==> src/rtl/gf8_reduce_acc.sv <==
// Reduces a 15-coefficient GF(2) product modulo {1,POLY} and XOR-accumulates ACC_LEN results.
// Optional GF8_ACC_FLUSH_EN adds an in_last input that forces the output path early.
module gf8_reduce_acc #(
  parameter logic [7:0]  POLY    = 8'h1B,
  parameter int unsigned ACC_LEN = 4
) (
  input  logic       clk,
  input  logic       rst_n,
  input  logic       in_valid,
  output logic       in_ready,
  input  logic [7:0] hi,
  input  logic [6:0] lo,
`ifdef GF8_ACC_FLUSH_EN
  input  logic       in_last,
`endif
  output logic       out_valid,
  input  logic       out_ready,
  output logic [7:0] out_data,
  output logic       busy
);

  typedef enum logic [1:0] {StIdle, StRed, StAcc, StOut} state_e;

  localparam logic [7:0]  CntLast  = 8'(ACC_LEN - 1);
  localparam logic [14:0] PolyFull = {6'd0, 1'b1, POLY};

  state_e      state;
  logic [14:0] r;
  logic [14:0] r_next;
  logic [7:0]  acc;
  logic [7:0]  cnt;
  logic [2:0]  step;
  logic        flush;

`ifdef GF8_ACC_FLUSH_EN
  logic last;
  assign flush = last;
`else
  assign flush = 1'b0;
`endif

  // One long-division step: clear coefficient 8+step by subtracting the shifted polynomial.
  always_comb begin
    r_next = r;
    if (r[4'd8 + {1'b0, step}]) begin
      r_next = r ^ (PolyFull << step);
    end
  end

  always_ff @(posedge clk or negedge rst_n) begin
    if (!rst_n) begin
      state     <= StIdle;
      r         <= '0;
      acc       <= '0;
      cnt       <= '0;
      step      <= '0;
      in_ready  <= 1'b1;
      out_valid <= 1'b0;
      out_data  <= '0;
      busy      <= 1'b0;
`ifdef GF8_ACC_FLUSH_EN
      last      <= 1'b0;
`endif
    end else begin
      unique case (state)
        StIdle: begin
          if (in_valid) begin
            r        <= {hi, lo};
            step     <= 3'd6;
            state    <= StRed;
            in_ready <= 1'b0;
            busy     <= 1'b1;
`ifdef GF8_ACC_FLUSH_EN
            last     <= in_last;
`endif
          end
        end
        StRed: begin
          r <= r_next;
          if (step == 3'd0) begin
            state <= StAcc;
          end else begin
            step <= step - 3'd1;
          end
        end
        StAcc: begin
          if (cnt == CntLast || flush) begin
            out_data  <= acc ^ r[7:0];
            acc       <= '0;
            cnt       <= '0;
            out_valid <= 1'b1;
            state     <= StOut;
          end else begin
            acc      <= acc ^ r[7:0];
            cnt      <= cnt + 8'd1;
            in_ready <= 1'b1;
            busy     <= 1'b0;
            state    <= StIdle;
          end
        end
        StOut: begin
          if (out_ready) begin
            out_valid <= 1'b0;
            in_ready  <= 1'b1;
            busy      <= 1'b0;
            state     <= StIdle;
          end
        end
        default: state <= StIdle;
      endcase
    end
  end

endmodule

==> config.mk <==
export PLATFORM = sky130hd
export DESIGN_NAME = gf8_reduce_acc
export DESIGN_NICKNAME = d
export VERILOG_FILES = /design/src/rtl/gf8_reduce_acc.sv
export SDC_FILE = /design/constraint.sdc
export NUM_CORES = 1
export LEC_CHECK = 0
export CORE_MARGIN = 2
export CORE_UTILIZATION = 46
export DETAILED_ROUTE_END_ITERATION = 10
export DONT_BUFFER_PORTS = 1
export GPL_TIMING_DRIVEN = 0
export MAX_ROUTING_LAYER = met4
export SYNTH_ARGS = -nofsm -noshare
export SYNTH_HDL_FRONTEND = slang
export SYNTH_SLANG_ARGS = --single-unit
==> constraint.sdc <==
create_clock -name clk -period 4.7 [get_ports clk]
set_input_delay 0.94 -clock clk [delete_from_list [all_inputs] [get_ports clk]]
set_output_delay 0.94 -clock clk [all_outputs]
set_load 0.01 [all_outputs]
==> metrics.log, run 1 <==
[metrics] run status: finished clean
[metrics] width of the die: 84.7 µm
[metrics] number of enable flip-flop cells after synthesis: 0
[metrics] antenna violations before repair: 0
[metrics] WP data required: 4.93 ns
[metrics] Critical Path Fanout Max: 10
[metrics] Bufs on Longest Clock Path: 2
[metrics] most used cells in the layout excluding fill and tap cells: 46 x dfrtp_1, 29 x o21ai_1, 20 x inv_1, 20 x nor2_1, 18 x nand2_1
[metrics] met1 layer wirelength in the final routing: 3270 µm
[metrics] synthesized flop and latch total: 47
[metrics] first-iteration detailed-routing DRC count: 135
[metrics] sum of negative setup slack: 0 ns
[metrics] post-synthesis simple-gate area fraction: 15.9%
[metrics] total setup buffers inserted after CTS: 0
[metrics] CTS root buf: clkbuf_8
[metrics] highest clock rate: 0.446 GHz
[metrics] relative slew slack: 64.9%
[metrics] detailed placement HPWL: 5040 µm
[metrics] worst-skew pair later-pin latency: 0.30 ns
[metrics] critical path capture point type: flip-flop
[metrics] final-report setup violation count: 0
[metrics] Clock Skews: 0.00675 ns
[metrics] count of max-cap constraint violations: 0
[metrics] clk slew on worst S/H paths: 0.09 ns
[metrics] detailed-routed wire length on met2: 3290 µm
[metrics] fraction of layout instances using a drive strength above 1: 16.2%
[metrics] Pwr Total: 2.31 mW
[metrics] endpoint of the worst register-to-register path: r[5]$_DFFE_PN0P_
[metrics] core area: 6310 µm²
[metrics] class of the most critical setup path: reg2reg
[metrics] unrepaired setup endpoints after global routing: false
[metrics] top routing layer in use: met4
[metrics] fraction of the mapped netlist area in adder cells: 5.01%
[metrics] buffers plus inverters on the worst setup path: 2
[metrics] post-synth cell types: 55
[metrics] area delta synth->final: 6.97%
[metrics] synthesized area per cell: 9.79 µm²
[metrics] number of I/O port buffers: 0
[metrics] area fraction in compound gates after synthesis: 23.2%
[metrics] post-DR vias/cell: 6.01
[metrics] Inst Count DP: 383
[metrics] number of buffers created by CTS: 5
[metrics] Final Instance Count excl. Fillers: 391
[metrics] Cell Chain, Critical Path: clkbuf_1, inv_1, ha_1, nor2_1, a2111oi_0, o21ai_1, o211ai_2
[metrics] flop-to-flop setup slack: 2.46 ns
[metrics] TritonCTS clock tree: yes
[metrics] CTS resizes: 0
[metrics] VDD IR max: 0.357 mV
[metrics] hold crit path type: in2async
[metrics] Final Routed Wirelength: 7060 µm
[metrics] share of synthesized flip-flops with an asynchronous set or reset: 100%
[metrics] hold buffer count at CTS: 0
[metrics] sequential share of the synthesized area: 39.3%
[metrics] launch point of the worst reg-to-reg path: step[1]$_DFFE_PN0P_
[metrics] total vias in the final route: 2349
[metrics] cell type of the slowest stage on the worst timing path: dfrtp_1
[metrics] routed length per placed instance: 18.1 µm
[metrics] Layout Utilization: 50.8%
[metrics] remaining global-route overflow: 0
[metrics] fraction of synthesized cell area in xor and xnor cells: 3.80%
[metrics] Slew @ Worst Pin: 0.527 ns
[metrics] wire length of the first global-routing pass: 11800 µm
[metrics] mux cell area share after synthesis: 6.47%
[metrics] Met3 Routed Length: 396 µm
[metrics] Post-Syn Nets: 337
[metrics] antenna fix cells: 0
[metrics] startpoint kind of the worst setup timing path: flip-flop
[metrics] largest family of logic cells by synthesized area: compound AO/OA/AOI/OAI gates
[metrics] Worst path top cell family by delay: compound AO/OA/AOI/OAI gates
[metrics] cell row count: 29
[metrics] power per cell area: 720 nW/µm²
[metrics] Cell Area, Synth: 3000 µm²
[metrics] gp weighted congestion: 0.923
[metrics] total routing resource utilization after global routing: 21.3%
[metrics] period utilization: 47.7%
[metrics] Static Leak: 1.43 nW
[metrics] die height: 84.7 µm
[metrics] critical path arrival: 2.47 ns
[metrics] largest net degree at the start of global routing: 48
[metrics] first drt pass iteration count: 4
[metrics] number of instances in the synthesized netlist: 306
[metrics] number of global-route vias before repair: 2378
[metrics] most used flip-flop cell after synthesis: dfrtp_1
[metrics] number of max-slew violations in the final report: 0
[metrics] CTS sink cnt: 47
[metrics] Die ar.: 7180 µm²
[metrics] post-route DRC violation count: 0
[metrics] Final nets: 344
[metrics] Boundary Pins: 30
[metrics] clock period minus worst slack: 2.24 ns
[metrics] number of levels the H-tree was split into: 2
[metrics] number of nets with antenna violations after routing: 0
[metrics] largest stage delay on the critical path: 0.51 ns
[metrics] most common library cell in the layout ignoring fill and taps: dfrtp_1
[metrics] initial standard-cell utilization of the core: 47.5%
[metrics] final hold violations: 0
[metrics] R2R depth: 7
[metrics] YS warnings: 0
-- area by class of cell --
type                       instances  area [µm²]
clock inverter                     3        43.8
sequential                        47        1180
tap                               77        96.3
buffer                            19         116
clock buffer                       5        68.8
multi-input combinational        220        1630
fill                             625        3110
inverter                          20        75.1
-- worst register-to-register path: cells and delay by family (launching register included) --
family                     cells  cell delay, ns
AOI/OAI and AO/OA              3            0.61
adders and majority gates      1            0.42
DFF                            1            0.51
and+or+nand+nor                1            0.09
buffers and inverters          2            0.55
-- registers in the layout, indices dropped and copies added (netlist names) --
register and cells:
busy 1, state 2, acc 8, cnt 8, in_ready 1, step 3
out_valid 1, out_data 8, r 15
-- synthesized netlist by cell type (all sizes together), types with 9 or more instances --
master	count	share of area, %
buf	14	3.3
a21oi	13	2.5
xnor2	9	2.6
mux2i	10	3.5
nor2	20	2.5
o21ai	34	5.7
nand2	18	2.3
dfrtp	46	38
o211ai	11	4.4
ha	12	5.0
inv	20	2.5
nor4	9	2.4
-- report_power, final --
group | internal, mW | switching [mW] | leakage [nW]
logic | 0.534 | 0.694 | 0.787
registers | 0.581 | 0.199 | 0.588
clock network | 0.159 | 0.143 | 0.0581
total | 1.27 | 1.04 | 1.43
-- kinds of logic after synthesis --
group	Yosys count
compound gates	92
xor+xnor	13
fa+ha+maj	12
buf+inv	39
flops	47
mux	18
simple gates	85
-- per-layer routing --
layer | vias to the layer above | global-route usage (%)
met2 | 50 | 33.3
met3 | 11 | 4.03
met4 | 0 | 6.49
met1 | 1155 | 28.2
met5 | - | -
li1 | 1133 | -
-- how the worst max path moves through the flow --
stage | start | to | slack, ns | cells past startpoint
global route | step[1]$_DFFE_PN0P_ | r[5]$_DFFE_PN0P_ | 2.28 | 7
floorplan | in_valid | r[11]$_DFFE_PN0P_ | 2.88 | 5
finish | step[1]$_DFFE_PN0P_ | r[5]$_DFFE_PN0P_ | 2.46 | 7
CTS | step[1]$_DFFE_PN0P_ | r[5]$_DFFE_PN0P_ | 2.48 | 7
global placement | step[1]$_DFFE_PN0P_ | r[5]$_DFFE_PN0P_ | 2.51 | 7
detailed placement | step[1]$_DFFE_PN0P_ | r[5]$_DFFE_PN0P_ | 2.49 | 7
-- per-stage QoR --
step                instance area (µm²)  worst slack, ns  hold slack (ns)
floorplan                          3000             2.88            0.442
global placement                   3090             2.51            0.459
detailed placement                 3090             2.49            0.457
CTS                                3210             2.48            0.310
global route                       3210             2.28            0.303
finish                             3210             2.46            0.323
No activity file was read; power rests on OpenSTA's default activity.
==> run 2, diff against run 1 <==
==> constraint.sdc (replaced) <==
create_clock -name clk -period 2.3 [get_ports clk]
set_input_delay 0.46 -clock clk [delete_from_list [all_inputs] [get_ports clk]]
set_output_delay 0.46 -clock clk [all_outputs]
set_load 0.01 [all_outputs]
==> run 2 against run 1 <==
Critical path depth increased by 1. Critical endpoint is now r[3]$_DFFE_PN0P_. Clock power is 110% higher. Non-clock buffer count increased by 2. Worst hold slack worse by 0.070 ns. Clock skew is essentially flat.
==> metrics.log, run 2 (synthesis results as in run 1) <==
[metrics] run status: finished clean
[metrics] antenna fix cells: 0
[metrics] first-iteration detailed-routing DRC count: 119
[metrics] CTS root buf: clkbuf_8
[metrics] clock period minus worst slack: 2.12 ns
[metrics] fraction of layout instances using a drive strength above 1: 16.8%
[metrics] endpoint of the worst register-to-register path: r[3]$_DFFE_PN0P_
[metrics] highest clock rate: 0.471 GHz
[metrics] clk slew on worst S/H paths: 0.10 ns
[metrics] max reg flops: 15
[metrics] period utilization: 92.4%
[metrics] register name with the most flops: r
[metrics] wire length of the first global-routing pass: 11700 µm
[metrics] total routing resource utilization after global routing: 21.2%
[metrics] number of I/O port buffers: 0
[metrics] TritonCTS clock tree: yes
[metrics] post-DR vias/cell: 5.99
[metrics] Layout Utilization: 51.5%
[metrics] hold crit path type: in2reg
[metrics] detailed placement HPWL: 5040 µm
[metrics] die height: 84.7 µm
[metrics] initial standard-cell utilization of the core: 47.5%
[metrics] startpoint kind of the worst setup timing path: flip-flop
[metrics] total vias in the final route: 2356
[metrics] number of global-route vias before repair: 2376
[metrics] final-report setup violation count: 0
[metrics] Hold Crit Depth: 1
[metrics] sum of negative setup slack: 0 ns
[metrics] WP data required: 2.53 ns
[metrics] Slew @ Worst Pin: 0.524 ns
[metrics] Clock Skews: 0.00712 ns
[metrics] cell row count: 29
[metrics] final hold violations: 0
[metrics] number of levels the H-tree was split into: 2
[metrics] post-route DRC violation count: 0
[metrics] most used cells in the layout excluding fill and tap cells: 46 x dfrtp_1, 29 x o21ai_1, 20 x inv_1, 20 x nor2_1, 18 x nand2_1
[metrics] class of the most critical setup path: reg2reg
[metrics] CTS sink cnt: 47
[metrics] power per cell area: 1470 nW/µm²
[metrics] number of buffers created by CTS: 5
[metrics] most common library cell in the layout ignoring fill and taps: dfrtp_1
[metrics] hold path start: out_ready
[metrics] Cell Chain, Critical Path: inv_1, ha_1, buf_2, inv_1, and3_1, clkbuf_1, a21oi_1, o211ai_2
[metrics] Static Leak: 1.45 nW
[metrics] worst-skew pair later-pin latency: 0.30 ns
[metrics] launch point of the worst reg-to-reg path: state[1]$_DFFE_PN0P_
[metrics] antenna violations before repair: 0
[metrics] largest stage delay on the critical path: 0.44 ns
[metrics] Boundary Pins: 30
[metrics] Final nets: 346
[metrics] buffers plus inverters on the worst setup path: 4
[metrics] critical path capture point type: flip-flop
[metrics] gp weighted congestion: 0.923
[metrics] R2R depth: 8
[metrics] Final Routed Wirelength: 7120 µm
[metrics] cell type of the slowest stage on the worst timing path: clkbuf_1
[metrics] first drt pass iteration count: 4
[metrics] core area: 6310 µm²
[metrics] Critical Path Fanout Max: 10
[metrics] Bufs on Longest Clock Path: 2
[metrics] relative slew slack: 65.1%
[metrics] number of nets with antenna violations after routing: 0
[metrics] endpoint of the worst hold-timing path: out_valid$_DFFE_PN0P_
[metrics] routed length per placed instance: 18.1 µm
[metrics] critical path arrival: 2.35 ns
[metrics] Die ar.: 7180 µm²
[metrics] number of max-slew violations in the final report: 0
[metrics] count of max-cap constraint violations: 0
[metrics] Worst path top cell family by delay: buffers and inverters
[metrics] VDD IR max: 0.731 mV
[metrics] remaining global-route overflow: 0
[metrics] most frequent cell on the critical path: inv_1
[metrics] flop-to-flop setup slack: 0.18 ns
[metrics] area delta synth->final: 8.56%
[metrics] unrepaired setup endpoints after global routing: false
[metrics] largest net degree at the start of global routing: 48
[metrics] width of the die: 84.7 µm
run 2: cell type report:
| class | instances | area, µm² |
|---|---|---|
| Clock buffer | 5 | 68.8 |
| Tap cell | 77 | 96.3 |
| Inverter | 20 | 75.1 |
| Fill cell | 620 | 3060 |
| Multi-Input combinational cell | 220 | 1640 |
| Sequential cell | 47 | 1180 |
| Timing Repair Buffer | 2 | 37.5 |
| Buffer | 19 | 118 |
| Clock inverter | 3 | 43.8 |
run 2: stage by stage:
| step | std cells | worst slack [ns] | hold slack (ns) | area (µm²) | power, mW |
|---|---|---|---|---|---|
| 6_report | 393 | 0.176 | 0.253 | 3250 | 4.77 |
| 5_1_grt | 393 | 0.0408 | 0.237 | 3250 | 5.13 |
| 4_1_cts | 393 | 0.0787 | 0.242 | 3240 | 4.78 |
| 3_5_place_dp | 383 | 0.0942 | 0.166 | 3090 | 4.12 |
| 3_3_place_gp | 383 | 0.106 | 0.166 | 3090 | 4.07 |
| 2_1_floorplan | 306 | 0.497 | 0.164 | 3000 | 3.52 |
run 2: worst max-delay path by stage:
stage / startpoint / to / cells after the start
floorplan: step[1]$_DFFE_PN0P_ / r[5]$_DFFE_PN0P_ / 7
global placement: step[1]$_DFFE_PN0P_ / r[5]$_DFFE_PN0P_ / 7
detailed placement: step[1]$_DFFE_PN0P_ / r[5]$_DFFE_PN0P_ / 7
CTS: step[1]$_DFFE_PN0P_ / r[5]$_DFFE_PN0P_ / 7
global route: state[0]$_DFFE_PN0P_ / r[11]$_DFFE_PN0P_ / 7
finish: state[1]$_DFFE_PN0P_ / r[3]$_DFFE_PN0P_ / 8
run 2: where the power goes:
group          switching [mW]  internal, mW
clock network           0.294         0.324
registers               0.409          1.19
logic                    1.44          1.11
total                    2.15          2.62
run 2: per-layer routing:
metal	global-route usage [%]	vias to the layer above	routed length [µm]
li1	-	1140	-
met1	28.4	1152	3460
met2	32.6	51	3210
met3	4.13	13	329
met4	6.49	0	127
met5	-	-	0
run 2: repair_timing:
item / CTS / global route
hold buffers: 2 / 0
resized for setup: 0 / 3
setup buffers: 0 / 0
hold endpoints to repair: 47 / 0
endpoints found under the setup margin: 0 / 2
